### config.mk
export PLATFORM = sky130hd
export DESIGN_NAME = count_reg
export DESIGN_NICKNAME = d
export VERILOG_FILES = /design/src/rtl/count_reg.sv
export SDC_FILE = /design/constraint.sdc
export NUM_CORES = 1
export LEC_CHECK = 0
export CORE_ASPECT_RATIO = 1.1
export CORE_MARGIN = 4
export CORE_UTILIZATION = 37
export CTS_CLUSTER_DIAMETER = 120
export CTS_CLUSTER_SIZE = 30
export DETAILED_ROUTE_END_ITERATION = 12
export PLACE_DENSITY = 0.69
export SYNTH_ARGS = -nofsm -noshare
export SYNTH_HDL_FRONTEND = slang
export SYNTH_SLANG_ARGS = --single-unit
export TNS_END_PERCENT = 20
### constraint.sdc
create_clock -name clk -period 3.6 [get_ports clk]
set_clock_uncertainty 0.1 [all_clocks]
set_input_delay 0.72 -clock clk [delete_from_list [all_inputs] [get_ports clk]]
set_output_delay 0.72 -clock clk [all_outputs]
set_load 0.02 [all_outputs]
### src/rtl/count_reg.sv
// rtl/count_reg.sv - loadable up-counter with synchronous reset and terminal-count flag
module count_reg #(
  parameter int         D_WIDTH   = 16,
  parameter logic [63:0] RESET_VAL = '0
) (
  input  logic               clk,
  input  logic               rst,
  input  logic               en,
  input  logic               load,
  input  logic [D_WIDTH-1:0] count_load,
  output logic [D_WIDTH-1:0] count,
  output logic               tc
);

  localparam logic [D_WIDTH-1:0] RST_VAL = RESET_VAL[D_WIDTH-1:0];

  // Power-up value lets simulation start from a defined count before the first reset.
  logic [D_WIDTH-1:0] r_count = RST_VAL;

  always_ff @(posedge clk) begin
    if (rst) begin
      r_count <= RST_VAL;
    end else if (load) begin
      r_count <= count_load;
    end else if (en) begin
      r_count <= r_count + D_WIDTH'(1);
    end
  end

  assign count = r_count;
  assign tc    = (r_count == {D_WIDTH{1'b1}}) & en;

endmodule

==> impl_metrics.py <==
metrics = {
    "placed_design": {
        "dp_hpwl_um": 1740,
        "place_area_sq_um": 1320,
        "port_buffers": 36,
        "place.gp.congestion": 0.723,
        "post-place-ws_ns": 0.569,
    },
    "route": {
        "drt-total-wl_um": 2230,
        "drt-initial-drc-count": 2,
        "firstDrtPassIters": 4,
        "top_layer": "met4",
        "ant_nets": 0,
        "drt-met1-wl_um": 1000,
        "detail_route.wl_per_cell_um": 12.7,
        "drc": 0,
        "viasPerCell": 5.03,
        "dr_total_vias": 886,
        "wl_met3_um": 160,
        "wl_met2_um": 1060,
    },
    "floorplan": {
        "die_area_sq_um": 3420,
        "die_h_um": 61.0,
        "die_w_um": 56.1,
        "rows": 18,
        "start_util": 0.403,
        "core_area_sq_um": 2340,
        "ioPinCount": 37,
    },
    "global_routing": {
        "grt_pass1_wl_um": 4000,
        "antenna_found_initial": 0,
        "overflow": 0,
        "grt_max_degree": 22,
        "grt_pass1_vias": 887,
        "gr-usage-all-layers": 0.148,
    },
    "setup_path": {
        "start_kind": "primary input",
        "crit_family": "buffers and inverters",
        "critPathMaxStageDelay_ns": 0.63,
        "reg2regPathDepth": 4,
        "endpoint_kind": "primary output",
        "worst_ep_required_time_ns": 2.78,
        "worstPathArrival_ns": 2.20,
        "path_buf_inv": 2,
        "crit_slowest_cell": "clkdlybuf4s50_1",
        "path_cells": "clkdlybuf4s50_1 -> and4_2 -> clkdlybuf4s50_1",
        "critPathKind": "primary input to primary output",
        "cp_max_fo": 8,
        "path_depth": 3,
        "cp_common_cell": "clkdlybuf4s50_1",
    },
    "power_and_ir_drop": {
        "clkPwrFrac": 0.228,
        "powerDensity_nw_per_um2": 299,
        "switching_share": 0.289,
        "internal_power_mw": 0.286,
        "p_seq_frac": 0.515,
        "combinationalPowerShare": 0.256,
        "p_sw_mw": 0.116,
        "power_mw": 0.402,
        "ir_drop_mv": 0.227,
        "leakage_nw": 0.533,
    },
    "sta": {
        "rsz0062_at_grt": "no",
        "tightest_slew_ns": 0.656,
        "maxSlewHeadroom": 0.561,
        "final_max_slew_viol_count": 0,
        "fmax_ghz": 0.331,
        "setup_slack_ns": 0.579,
        "period_share": 0.839,
        "setup_violations": 0,
        "finalHoldViolCount": 0,
        "whs_ns": 0.555,
        "finalCriticalPeriod_ns": 3.02,
        "setup_tns_ns": 0,
    },
    "clocking": {
        "post_cts_buffers": 0,
        "cts_root_buf": "clkbuf_4",
        "clkTransAtPathRegs_ns": 0.08,
        "clock_sinks": 16,
        "cts_buffers": 3,
        "clk_latency_ns": 0.28,
        "cts_tree": "yes",
        "cts-resized-gates": 0,
        "clockBufferDepth": 2,
        "htree_levels": 1,
        "holdBufCountCts": 0,
    },
    "logic_synthesis": {
        "syn_avg_cell_area_sq_um": 8.42,
        "synth_top_area_share": 0.340,
        "ys_seq_area_frac": 0.340,
        "syn_nets": 133,
        "ys_top_cells_by_area": "dfxtp_1, o21a_1, xor2_1",
        "syn_area_sq_um": 943,
        "ys_ff_latch": 16,
        "synth_cell_types": 26,
        "ys_warn_count": 0,
        "postSynthCellCount": 112,
        "yosys.area.top_type": "dfxtp_1",
    },
    "layout": {
        "fin_nets": 169,
        "diodes": 0,
        "largest_reg_flops": 16,
        "design_area_sq_um": 1350,
        "layout-drive-gt1-share": 0.0753,
        "area_growth_pct": 42.6,
    },
    "hold_path": {
        "worstHoldPathCells": 2,
        "worstHoldPathType": "register to register",
    },
    "status": {
        "status": "finished, final reports clean",
    },
    "flow_run": {
        "cap_violations": 0,
    },
}
==> layer usage <==
metal	vias to the layer above	track usage
met5	-	0
met4	0	0.0508
met3	2	0.0404
met2	25	0.252
met1	396	0.183
li1	463	-
==> final timing paths <==
check / start / to / slack, ns
setup / recovery: en / tc / 0.58
hold / removal: count[11] / count[11] / 0.56
setup reg to reg: count[2] / count[13] / 1.90
hold reg to reg: count[11] / count[11] / 0.56
==> cell type report <==
cell class | count | area, sq um
fillers | 239 | 997
multi-input cells | 78 | 552
repair buffers | 37 | 368
flip-flops and latches | 16 | 320
inverters | 12 | 45.0
well taps | 30 | 37.5
clock buffers | 3 | 22.5
==> worst reg2reg max path: cells and delay by family (launching register included) <==
kind	cells	cell delay, ns
AOI/OAI and AO/OA	1	0.32
and+or+nand+nor	3	0.75
DFF	1	0.43
==> power by group through the flow <==
stage | logic (mW) | clock network (mW) | registers (mW)
floorplan | 0.0379 | 0 | 0.223
global placement | 0.102 | 0 | 0.210
detailed placement | 0.104 | 0 | 0.211
CTS | 0.104 | 0.0946 | 0.207
global route | 0.113 | 0.100 | 0.210
finish | 0.103 | 0.0917 | 0.207
==> kinds of logic after synthesis <==
family | Yosys count | share of synthesized area
and+or+nand+nor | 39 | 0.259
AOI/OAI and AO/OA | 22 | 0.159
buffers and inverters | 18 | 0.0756
DFF | 16 | 0.340
xor gates and xnor gates | 12 | 0.111
muxes | 4 | 0.0424
adders and majority gates | 1 | 0.0133
==> layout by cell type (no fill, tap or decap) <==
cell,netlist,routed
a21oi_1,10,10
and4_2,1,1
dfxtp_1,16,16
nand3_2,1,1
mux2i_1,4,4
o21a_1,9,9
clkdlybuf4s50_1,0,36
xnor2_1,5,5
nor4_1,4,4
nand2_1,3,3
xor2_1,7,7
nand3_1,4,4
nand4_1,4,4
inv_1,12,12
clkbuf_4,0,3
a211oi_1,1,1
nor2_1,7,7
and4b_2,1,1
nor4_2,2,2
nor2b_1,3,3
ha_1,1,1
a2111oi_2,1,1
nand4_4,1,1
buf_4,0,1
a2111oi_1,1,1
nor3_1,8,8
==> cell usage after synthesis, drive strengths merged <==
cell     count
a21oi       10
o21a         9
nand2        3
nor4         6
buf          5
nand4        5
inv         12
nor2         7
a211oi       1
nor2b        3
mux2i        4
nor3         8
xnor2        5
clkbuf       1
dfxtp       16
a2111oi      2
ha           1
nand3        5
xor2         7
and4         1
and4b        1
==> stage by stage <==
stage,utilization,std cells
global route,0.574,176
CTS,0.574,176
detailed placement,0.565,173
global placement,0.565,173
floorplan,-,112
finish,0.574,176
No activity file was read; power rests on OpenSTA's default activity.
